[src/rtl/ddr_video_pkg.sv]
// rtl/ddr_video_pkg.sv - 720p60 timing constants, reader states and RGB888 field slices
package ddr_video_pkg;

   localparam int T720_H_ACTIVE = 1280;
   localparam int T720_H_FP     = 110;
   localparam int T720_H_SYNC   = 40;
   localparam int T720_H_BP     = 220;
   localparam int T720_V_ACTIVE = 720;
   localparam int T720_V_FP     = 5;
   localparam int T720_V_SYNC   = 5;
   localparam int T720_V_BP     = 20;

   localparam int R_MSB = 23;
   localparam int R_LSB = 16;
   localparam int G_MSB = 15;
   localparam int G_LSB = 8;
   localparam int B_MSB = 7;
   localparam int B_LSB = 0;

   typedef enum logic [1:0] {
      IDLE,
      LOAD,
      PREFILL,
      RUN
   } rd_state_e;

   typedef struct packed {
      logic fs;
      logic de;
      logic hs;
      logic vs;
   } vid_flags_t;

endpackage

[src/rtl/video_timing_gen.sv]
// rtl/video_timing_gen.sv - active-first raster counters with raw DE/HS/VS decode
module video_timing_gen
   import ddr_video_pkg::*;
#(
   parameter int H_ACTIVE = T720_H_ACTIVE,
   parameter int H_FP     = T720_H_FP,
   parameter int H_SYNC   = T720_H_SYNC,
   parameter int H_BP     = T720_H_BP,
   parameter int V_ACTIVE = T720_V_ACTIVE,
   parameter int V_FP     = T720_V_FP,
   parameter int V_SYNC   = T720_V_SYNC,
   parameter int V_BP     = T720_V_BP,
   parameter int H_W      = $clog2(H_ACTIVE + H_FP + H_SYNC + H_BP),
   parameter int V_W      = $clog2(V_ACTIVE + V_FP + V_SYNC + V_BP)
) (
   input  logic           clk,
   input  logic           rst,
   input  logic           en,
   output logic [H_W-1:0] h_cnt,
   output logic [V_W-1:0] v_cnt,
   output logic           de_raw,
   output logic           hs_raw,
   output logic           vs_raw
);

   localparam logic [H_W-1:0] H_LAST   = H_W'(H_ACTIVE + H_FP + H_SYNC + H_BP - 1);
   localparam logic [V_W-1:0] V_LAST   = V_W'(V_ACTIVE + V_FP + V_SYNC + V_BP - 1);
   localparam logic [H_W-1:0] H_ACT    = H_W'(H_ACTIVE);
   localparam logic [V_W-1:0] V_ACT    = V_W'(V_ACTIVE);
   localparam logic [H_W-1:0] HS_BEGIN = H_W'(H_ACTIVE + H_FP);
   localparam logic [H_W-1:0] HS_END   = H_W'(H_ACTIVE + H_FP + H_SYNC);
   localparam logic [V_W-1:0] VS_BEGIN = V_W'(V_ACTIVE + V_FP);
   localparam logic [V_W-1:0] VS_END   = V_W'(V_ACTIVE + V_FP + V_SYNC);

   logic [H_W-1:0] h_cnt_q, h_cnt_d;
   logic [V_W-1:0] v_cnt_q, v_cnt_d;

   // Disabled counters sit at 0 so timing starts on the first active pixel.
   always_comb begin
      h_cnt_d = h_cnt_q;
      v_cnt_d = v_cnt_q;
      if (!en) begin
         h_cnt_d = '0;
         v_cnt_d = '0;
      end else if (h_cnt_q == H_LAST) begin
         h_cnt_d = '0;
         v_cnt_d = (v_cnt_q == V_LAST) ? '0 : v_cnt_q + 1'b1;
      end else begin
         h_cnt_d = h_cnt_q + 1'b1;
      end
   end

   always_ff @(posedge clk) begin
      if (rst) begin
         h_cnt_q <= '0;
         v_cnt_q <= '0;
      end else begin
         h_cnt_q <= h_cnt_d;
         v_cnt_q <= v_cnt_d;
      end
   end

   assign h_cnt  = h_cnt_q;
   assign v_cnt  = v_cnt_q;
   assign de_raw = (h_cnt_q < H_ACT) && (v_cnt_q < V_ACT);
   assign hs_raw = (h_cnt_q >= HS_BEGIN) && (h_cnt_q < HS_END);
   assign vs_raw = (v_cnt_q >= VS_BEGIN) && (v_cnt_q < VS_END);

endmodule

[src/rtl/ddr3_frame_reader.sv]
// rtl/ddr3_frame_reader.sv - pops the DDR3 read FIFO in raster order and drives RGB888 video
module ddr3_frame_reader
   import ddr_video_pkg::*;
#(
   parameter int H_ACTIVE  = T720_H_ACTIVE,
   parameter int H_FP      = T720_H_FP,
   parameter int H_SYNC    = T720_H_SYNC,
   parameter int H_BP      = T720_H_BP,
   parameter int V_ACTIVE  = T720_V_ACTIVE,
   parameter int V_FP      = T720_V_FP,
   parameter int V_SYNC    = T720_V_SYNC,
   parameter int V_BP      = T720_V_BP,
   parameter bit HS_POL    = 1'b1,
   parameter bit VS_POL    = 1'b1,
   parameter int RD_LAT    = 1,
   parameter int LOAD_LEN  = 8,
   parameter int START_DLY = 4096
) (
   input  logic        clk,
   input  logic        rst,
   input  logic        init_calib_complete,
   output logic        rd_load,
   output logic        rfifo_rden,
   input  logic [31:0] rfifo_dout,
   output logic        vid_hs,
   output logic        vid_vs,
   output logic        vid_de,
   output logic [23:0] vid_data,
   output logic        frame_start
);

   localparam int H_W  = $clog2(H_ACTIVE + H_FP + H_SYNC + H_BP);
   localparam int V_W  = $clog2(V_ACTIVE + V_FP + V_SYNC + V_BP);
   localparam int LC_W = $clog2(LOAD_LEN + 1);
   localparam int PC_W = $clog2(START_DLY + 1);
   localparam logic [LC_W-1:0] LOAD_LAST = LC_W'(LOAD_LEN - 1);
   localparam logic [PC_W-1:0] PRE_LAST  = PC_W'(START_DLY - 1);
   localparam logic [H_W-1:0]  REW_H_END = H_W'(LOAD_LEN);
   localparam logic [V_W-1:0]  REW_V     = V_W'(V_ACTIVE + V_FP);

   logic            calib_meta_q, calib_meta_d, calib_s_q, calib_s_d;
   rd_state_e       state_q, state_d;
   logic [LC_W-1:0] load_cnt_q, load_cnt_d;
   logic [PC_W-1:0] pre_cnt_q, pre_cnt_d;
   logic            flush, run;
   logic [H_W-1:0]  h_cnt;
   logic [V_W-1:0]  v_cnt;
   logic            de_raw, hs_raw, vs_raw;
   vid_flags_t      pipe_q [RD_LAT+1];
   vid_flags_t      pipe_d [RD_LAT+1];
   logic [23:0]     vid_data_q, vid_data_d;
   logic            unused_dout_bits;

   assign unused_dout_bits = &{1'b0, rfifo_dout[31:24]};
   assign run = (state_q == RUN);

   video_timing_gen #(
      .H_ACTIVE(H_ACTIVE), .H_FP(H_FP), .H_SYNC(H_SYNC), .H_BP(H_BP),
      .V_ACTIVE(V_ACTIVE), .V_FP(V_FP), .V_SYNC(V_SYNC), .V_BP(V_BP),
      .H_W(H_W), .V_W(V_W)
   ) timing_gen (
      .clk    (clk),
      .rst    (rst),
      .en     (run),
      .h_cnt  (h_cnt),
      .v_cnt  (v_cnt),
      .de_raw (de_raw),
      .hs_raw (hs_raw),
      .vs_raw (vs_raw)
   );

   always_comb begin
      calib_meta_d = init_calib_complete;
      calib_s_d    = calib_meta_q;
   end

   always_comb begin
      state_d    = state_q;
      load_cnt_d = load_cnt_q;
      pre_cnt_d  = pre_cnt_q;
      flush      = 1'b0;
      case (state_q)
         IDLE: begin
            load_cnt_d = '0;
            pre_cnt_d  = '0;
            if (calib_s_q) state_d = LOAD;
         end
         LOAD: begin
            if (load_cnt_q == LOAD_LAST) begin
               state_d    = PREFILL;
               load_cnt_d = '0;
            end else begin
               load_cnt_d = load_cnt_q + 1'b1;
            end
         end
         PREFILL: begin
            if (pre_cnt_q == PRE_LAST) begin
               state_d   = RUN;
               pre_cnt_d = '0;
            end else begin
               pre_cnt_d = pre_cnt_q + 1'b1;
            end
         end
         default: ;
      endcase
      // Losing calibration acts as a soft reset, including the video pipeline.
      if (state_q != IDLE && !calib_s_q) begin
         state_d    = IDLE;
         load_cnt_d = '0;
         pre_cnt_d  = '0;
         flush      = 1'b1;
      end
      rd_load    = (state_q == LOAD) || (run && v_cnt == REW_V && h_cnt < REW_H_END);
      rfifo_rden = run && de_raw;
   end

   // Flags enter stage 0 on the pop cycle; data is captured when its flags reach stage RD_LAT-1.
   always_comb begin
      pipe_d[0] = '{fs: run && h_cnt == '0 && v_cnt == '0, de: run && de_raw,
                    hs: run && hs_raw, vs: run && vs_raw};
      for (int i = 1; i <= RD_LAT; i++) pipe_d[i] = pipe_q[i-1];
      vid_data_d = pipe_q[RD_LAT-1].de ?
                   {rfifo_dout[R_MSB:R_LSB], rfifo_dout[G_MSB:G_LSB], rfifo_dout[B_MSB:B_LSB]} : '0;
      if (flush) begin
         for (int i = 0; i <= RD_LAT; i++) pipe_d[i] = '0;
         vid_data_d = '0;
      end
   end

   always_ff @(posedge clk) begin
      if (rst) begin
         calib_meta_q <= 1'b0;
         calib_s_q    <= 1'b0;
         state_q      <= IDLE;
         load_cnt_q   <= '0;
         pre_cnt_q    <= '0;
         vid_data_q   <= '0;
         for (int i = 0; i <= RD_LAT; i++) pipe_q[i] <= '0;
      end else begin
         calib_meta_q <= calib_meta_d;
         calib_s_q    <= calib_s_d;
         state_q      <= state_d;
         load_cnt_q   <= load_cnt_d;
         pre_cnt_q    <= pre_cnt_d;
         vid_data_q   <= vid_data_d;
         pipe_q       <= pipe_d;
      end
   end

   assign vid_de      = pipe_q[RD_LAT].de;
   assign vid_hs      = pipe_q[RD_LAT].hs ? HS_POL : ~HS_POL;
   assign vid_vs      = pipe_q[RD_LAT].vs ? VS_POL : ~VS_POL;
   assign frame_start = pipe_q[RD_LAT].fs;
   assign vid_data    = vid_data_q;

endmodule
[config.mk]
export PLATFORM = sky130hd
export DESIGN_NAME = ddr3_frame_reader
export DESIGN_NICKNAME = d
export VERILOG_FILES = /design/src/rtl/ddr_video_pkg.sv /design/src/rtl/video_timing_gen.sv /design/src/rtl/ddr3_frame_reader.sv
export SDC_FILE = /design/constraint.sdc
export NUM_CORES = 1
export LEC_CHECK = 0
export BUFFER_PORTS_ARGS = -buffer_cell sky130_fd_sc_hd__buf_4
export CAP_MARGIN = 20
export CORE_MARGIN = 1
export CORE_UTILIZATION = 40
export DETAILED_ROUTE_END_ITERATION = 7
export PLACE_DENSITY = 0.66
export SYNTH_ARGS = -nofsm -noshare
export SYNTH_HDL_FRONTEND = slang
export SYNTH_HIERARCHICAL = 1
export SYNTH_SLANG_ARGS = --single-unit
[constraint.sdc]
create_clock -name clk -period 2.9 [get_ports clk]
set_clock_uncertainty 0.15 [all_clocks]
set_input_delay 0.58 -clock clk [delete_from_list [all_inputs] [get_ports clk]]
set_output_delay 0.58 -clock clk [all_outputs]
set_load 0.02 [all_outputs]
# Word-level counts from Yosys, hierarchy flattened
# Index checks and enable logic that the tools add are counted.
# word_totals
regBits,74
input_bits,35
out_inout_bits,30
word_cells,78
# op_classes
n_addsub,4
order_cmp,7
n_eq_ne,11
muxes,12
bitwise,2
n_reduce_logical,26
# ops
cell,count
case mux 13 bit (2 select lines),1
less-than comparator 11 bit (second input constant),2
== test 10 bit (second input constant),2
less-than comparator 10 bit (second input constant),2
adder 13 x 1 -> 13 bit (second input constant),1
== test 13 x 12 -> 1 bit (second input constant),1
two-way mux 13 bit,1
adder 11 x 1 -> 11 bit (second input constant),1
== test 11 bit (second input constant),1
greater-or-equal comparator 11 bit (second input constant),1
logical AND 1 bit,11
logical NOT 11 bit,1
less-than comparator 11 x 4 -> 1 bit (second input constant),1
adder 10 x 1 -> 10 bit (second input constant),1
greater-or-equal comparator 10 bit (second input constant),1
logical NOT 10 bit,1
two-way mux 10 bit,1
case mux 4 bit (2 select lines),1
two-way mux 2 bit,3
inequality test 2 bit (second input constant),3
case mux 2 bit (3 select lines),1
nonzero test 2 bit,3
OR reduction 2 bit,3
OR reduction 3 bit,2
12 further kinds,16

# Depth between registers and ports, before layout
# Gate-level depths: netlist (run 1).
# depth
depth_word,4
ltp_mapped,8
mapped_depth_nobuf,7

# By module
# The synthesis (run 1) kept the hierarchy.
# modules_own_cells
module,instances,cells_per_inst,area_per_inst_um2,seq_area_each_um2
ddr3_frame_reader,1,214,2083.2,1061.0
video_timing_gen,1,138,1108.6,420.4

# Least setup slack after synthesis (run 1)
# Ideal clock, no wire load.
# synth_timing
path_kind,register -> output
start,register timing_gen.h_cnt_q[9] (netlist: timing_gen/h_cnt[9])
end,output rd_load
arrival_time_ns,1.745
t_required_ns,2.170
slack_ns,0.425
stages_incl_launch_ff,5
n_path_buf,0
cell_sequence,dfxtp_1 > or4_1 > nor4_1 > nand4b_1 > o31ai_1
# synth_between
elab_chain_len,3
# synth_rtl
element,line_no,rtl
"start, declared",video_timing_gen.sv:35,"logic [H_W-1:0] h_cnt_q, h_cnt_d;"
"start signal, assigned",video_timing_gen.sv:58,h_cnt_q <= h_cnt_d;
less-than comparator 11 x 4 -> 1 bit,ddr3_frame_reader.sv:113,rd_load = (state_q == LOAD) || (run && v_cnt == REW_V && h_cnt < REW_H_END);
logical AND 1 bit,ddr3_frame_reader.sv:113,
logical OR 1 bit,ddr3_frame_reader.sv:113,
"end, declared",ddr3_frame_reader.sv:22,"output logic rd_load,"
# Every way passes these cells.

# Worst setup path in the final report (run 1)
# Ends and elaborated chain as after synthesis.

==> out/qor.yml, run 1 <==
status: "complete, no violations"
startpoint: "timing_gen/h_cnt[9]"
yosysSeqAreaShare: 0.464
critPathTopFamily: "simple AND/OR/NAND/NOR gates"
grt.overflow.total: 0
cts_tree: "done"
rows: 32
final.period_utilization: 0.945
worstSetupPathDepth: 5
synth_compound_area_frac: 0.116
cts.sinks: 74
critPathArrivalTime_ns: 2.01
cts_max_level: 3
drv_slew: 0
worst_pin_slew_ns: 0.727
drc: 0
reg2reg_from: "timing_gen/h_cnt[0]"
synth_top_family_by_area: "simple AND/OR/NAND/NOR gates"
max_freq_ghz: 0.365
pre_cts_ws_ns: 0.414
r2r_end: "timing_gen/v_cnt[7]"
vdd.ir_drop.worst_mv: 0.311
setup.worst_path.end: "rd_load"
worstPathMaxFanout: 6
hold_viol: 0
fin_ws_ns: 0.160
fin_nets: 455
critPathMaxStageDelay_ns: 0.55
area_growth_pct: 22.5
netlist_area_um2: 3190
insertion_delay_ns: 0.34
synthDistinctLibCells: 51
drt-vias-per-instance: 5.17
grt_pass1_vias: 2446
setup_violations: 0
clk_pin_slew_ns: 0.08
rsz0062_at_grt: "no"
dr.pass1.iters: 4
critPathCaptureType: "output pin"
die_height_um: 91.3
syn_avg_cell_area_um2: 9.07
drive_gt1_frac: 0.223
coreArea_um2: 7730
ys_warn_count: 6
muxShareOfSynthArea: 0.00666
rr_worst_depth: 5
grt_antenna_before_repair: 0
worst_path_max_delay_cell: "or4_1"
cts_buffer_depth: 2
grt_pass1_wl_um: 11000
drtIter0Drc: 90
yosys.area_share.simple: 0.293
grt_usage: 0.165
maxCapViolations: 0
reg2reg_slack_ns: 0.42
powerDensity_nw_per_um2: 543
critPathKind: "reg2out"
tritoncts.num_buffers: 9
crit_required_ns: 2.17
min_path_type: "reg2reg"
vias: 2661
synth-edff-count: 0
leakage_nw: 1.52
synth_cells: 352
grt_max_degree: 36
cts_root_buf: "clkbuf_8"
ys.flop_type: "dfxtp_1"
fillers: 738
synthesis.nets: 399
ys_async_sr_fraction: 0
critPathBufInv: 1
routed_wl_um: 6570
ys_ff_latch: 74
cts_setup_buffers: 0
synth-xor-area-share: 0.0384
n_antenna_cell: 0
die_w_um: 91.3
dp_hpwl_um: 4650
portBuffers: 56
critical_path.cell_chain: "or4_1 -> nor4_2 -> nand4b_1 -> o31ai_2 -> buf_4"
gp_congestion: 0.845
fin_crit_ns: 2.74
setup_tns_ns: 0
dieArea_um2: 8340
ant_nets: 0
start_util: 0.413
wl_per_cell_um: 12.8
relSlewSlack: 0.511
io_pins: 65
synth_fa_ha_area_frac: 0.0470
worstSetupStartpointType: "flop"
==> sequential cells by signal (all words and copies together) (netlist names) <==
register          count
vid_data             24
pre_cnt_q            13
timing_gen/h_cnt     11
timing_gen/v_cnt     10
pipe_q                6
load_cnt_q            4
state_q               2
calib_meta_q          1
calib_s_q             1
frame_start           1
vid_de                1
==> layout by cell type (no fill, tap or decap), types with 3 or more instances in the layout <==
master and instances:
a211oi_1 4, a21o_1 4, a21oi_1 15, and2_1 8, and3_1 27, buf_4 58, clkbuf_8 10, dfxtp_1 74
ha_1 12, inv_1 14, nand2_1 31, nand3_1 10, nand3b_1 5, nand4_1 5, nand4b_1 3, nor2_1 33
nor2b_1 4, nor3_1 8, nor4_1 8, o21ai_0 12, or2_2 3, or3_1 9, or4_1 5, xnor2_1 10
xor2_1 4
==> cell usage after synthesis, drive strengths merged (2+ instances only) <==
master	n	area, um2
dfxtp	74	1480
nor2	33	124
nand2	31	116
and3	27	169
a21oi	16	83.8
inv	14	52.6
o21ai	13	68.8
ha	12	150
clkbuf	11	41.3
nand3	11	60.1
or3	10	63.8
xnor2	10	87.6
nor4	9	56.3
and2	8	50.1
nor3	8	40.0
or4	7	57.6
nand4	6	52.6
nand3b	5	37.5
a211oi	4	30.0
a21o	4	30.0
nor2b	4	25.0
xor2	4	35.0
nand4b	3	26.3
o31ai	3	22.5
or2	3	18.8
a311oi	2	17.5
a31oi	2	12.5
buf	2	16.3
nor3b	2	15.0
o211ai	2	20.0
==> metal layers <==
| layer | share of wire | wire length, um | vias up | GRT usage |
|---|---|---|---|---|
| met5 | 0 | 0 | - | 0 |
| met4 | 0.0096 | 63 | 0 | 0.0648 |
| met3 | 0.044 | 290 | 5 | 0.0544 |
| met2 | 0.49 | 3220 | 51 | 0.280 |
| met1 | 0.46 | 3000 | 1243 | 0.192 |
| li1 | - | - | 1362 | - |
==> logic make-up (layout without fill, tap and decap cells) <==
| kind of cell | after synthesis | after routing |
|---|---|---|
| and+or+nand+nor | 169 | 169 |
| AOI/OAI and AO/OA | 54 | 54 |
| DFF | 74 | 74 |
| xor gates and xnor gates | 14 | 14 |
| muxes | 2 | 2 |
| buffers and inverters | 27 | 88 |
| adders and majority gates | 12 | 12 |
==> power by group <==
group | switching (mW) | internal (mW)
sequential | 0.0147 | 1.03
combinational | 0.167 | 0.111
clock | 0.380 | 0.422
==> worst register-to-register path, stage by stage, from the launching register on <==
cell     delay [ns]
dfxtp_1        0.42
ha_1           0.19
or4b_4         0.49
or4_1          0.65
or3_1          0.35
a21oi_1        0.15
==> stage by stage <==
| stage | cells | utilization | hold WS (ns) | power (mW) | area (um2) |
|---|---|---|---|---|---|
| global placement | 499 | 0.478 | 0.263 | 1.34 | 3700 |
| global route | 515 | 0.506 | 0.269 | 2.24 | 3910 |
| detailed placement | 499 | 0.478 | 0.261 | 1.35 | 3700 |
| finish | 515 | 0.506 | 0.278 | 2.12 | 3910 |
| floorplan | 352 | - | 0.256 | 1.25 | 3190 |
| CTS | 515 | 0.505 | 0.274 | 2.16 | 3900 |
==> area by class of cell <==
cell class                 instances  area, um2  area share
sequential                        74       1480       0.379
clock inverter                     6       65.1      0.0166
multi-input combinational        251       1610       0.412
timing repair buffer              58        435       0.111
tap                              102        128      0.0326
inverter                          14       52.6      0.0134
clock buffer                      10        138      0.0352
==> repair_timing <==
item / 4_1_cts / 5_1_grt
endpoints found under the setup margin: 0 / 1
resized for setup: 0 / 2
hold buffers: 0 / 0
==> how the worst min path moves through the flow <==
stage	cells past startpoint	to	startpoint	slack, ns
6_report	1	pipe_q[0]	pipe_q[4]	0.28
5_1_grt	2	calib_meta_q	rst	0.27
4_1_cts	2	calib_meta_q	rst	0.27
3_5_place_dp	1	pipe_q[0]	pipe_q[4]	0.26
3_3_place_gp	1	pipe_q[1]	pipe_q[5]	0.26
2_1_floorplan	1	frame_start	pipe_q[7]	0.26
Note: power is estimated with default switching activity, not from simulation.
==> inputs of run 2 (changes only) <==
CTS_CLUSTER_DIAMETER = 60   (was default)
RECOVER_POWER = 100   (was default)
==> run 2 against run 1 <==
First-iteration DRC count is 27% higher. Utilization down 2.0 points. Cell area is 3.9% lower. Register-to-register slack worse by 0.11 ns. Via count decreased by 0.60%. Largest cell class unchanged. Hold slack hardly changed. Total power down 0.39%. Final cell count stayed put. Die area unchanged. Highest routed layer unchanged. Sequential share of layout area is 1.5 points higher. Non-clock buffer count unchanged. Sequential power barely moved.
==> out/qor.yml, run 2 (synthesized netlist as in run 1, its figures left out) <==
status: "complete, no violations"
hold_viol: 0
drive_gt1_frac: 0.136
fillers: 777
io_pins: 65
ff_latch_area_um2: 1480
tritoncts.num_buffers: 9
relSlewSlack: 0.198
pre_cts_ws_ns: 0.414
cts.sinks: 74
n_antenna_cell: 0
drv_slew: 0
p_sw_frac: 0.266
layout_commonest_cell: "dfxtp_1"
fin_crit_ns: 2.75
critPathCaptureType: "output pin"
place_area_um2: 3700
cell_internal_pwr_mw: 1.55
routed_wl_um: 6610
critPathKind: "reg2out"
cts_max_level: 3
setup_violations: 0
gp_congestion: 0.845
clk_pin_slew_ns: 0.08
leakage_nw: 1.38
insertion_delay_ns: 0.34
worstSetupStartpointType: "flop"
fin_ws_ns: 0.152
vias: 2645
dieArea_um2: 8340
dp_hpwl_um: 4650
grt_pass1_wl_um: 11000
cts_setup_buffers: 0
pwr-share-comb: 0.126
maxCapViolations: 0
vdd.ir_drop.worst_mv: 0.290
power.total_mw: 2.12
wl_per_cell_um: 12.8
whs_ns: 0.278
area_growth_pct: 17.8
rsz0062_at_grt: "no"
setup_tns_ns: 0
portBuffers: 56
crit_required_ns: 2.17
grt_usage: 0.165
p_switching_uw: 563
stdcell_area_um2: 3760
final.period_utilization: 0.948
min_path_type: "reg2reg"
final_cell_mix: "dfxtp_1 (74), nor2_1 (33), nand2_1 (31), clkbuf_1 (31)"
clkPwrFrac: 0.380
cts_tree: "done"
die_height_um: 91.3
worst_pin_slew_ns: 1.20
cts_buffer_depth: 2
final_cells: 515
start_util: 0.413
powerDensity_nw_per_um2: 563
ant_nets: 0
placed_cells: 499
critPathArrivalTime_ns: 2.02
multi_input_area_um2: 1580
grt_antenna_before_repair: 0
die_w_um: 91.3
grt.overflow.total: 0
grt_max_degree: 36
coreArea_um2: 7730
drt-vias-per-instance: 5.14
rows: 32
drc: 0
drtIter0Drc: 114
power_frac_seq: 0.494
worstPathMaxFanout: 6
cts_root_buf: "clkbuf_8"
reg2reg_slack_ns: 0.31
dr.pass1.iters: 4
largest_reg_flops: 24
grt_pass1_vias: 2446
fin_nets: 455
max_freq_ghz: 0.364
postLayoutCoreUtil: 0.486
## run 2: changes by cell type in the layout (fill, tap and decap cells not counted), sizes merged
| cell | change |
|---|---|
| buf | -31 |
| clkbuf | +31 |
## run 2: worst paths after layout
check / end / depth (start not counted) / start
worst max-delay path: rd_load / 5 / timing_gen/h_cnt[9]
worst min-delay path: pipe_q[0] / 1 / pipe_q[4]
worst max register to register: timing_gen/v_cnt[2] / 5 / timing_gen/h_cnt[0]
worst min register to register: pipe_q[0] / 1 / pipe_q[4]
## run 2: metal layers
metal | global-route usage | vias to the layer above | wire, um
met2 | 0.280 | 47 | 3170
li1 | - | 1363 | -
met5 | 0 | - | 0
met3 | 0.0544 | 8 | 225
met4 | 0.0648 | 0 | 97
met1 | 0.192 | 1227 | 3120
## run 2: timing repair
item                                    4_1_cts  5_1_grt
endpoints found under the setup margin        0        1
gates resized for setup                       0        2
hold buffers                                  0        0
## run 2: cell type report
cell class / instances / area share
clock buffer: 10 / 0.0366
clock inverter: 6 / 0.0173
inverter: 14 / 0.0140
multi-input combinational: 251 / 0.419
sequential: 74 / 0.394
tap: 102 / 0.0340
timing repair buffer: 58 / 0.0849
## run 2: worst max-delay path: stages (launching register included)
cell,delay (ns)
dfxtp_1,0.37
or4_1,0.55
nor4_2,0.15
nand4b_1,0.17
o31ai_2,0.25
buf_4,0.19
## run 2: power groups by stage
stage / combinational (mW) / clock (mW) / sequential (mW)
2_1_floorplan: 0.186 / 0 / 1.07
3_3_place_gp: 0.272 / 0 / 1.07
3_5_place_dp: 0.277 / 0 / 1.07
4_1_cts: 0.279 / 0.837 / 1.05
5_1_grt: 0.299 / 0.881 / 1.05
6_report: 0.267 / 0.804 / 1.04
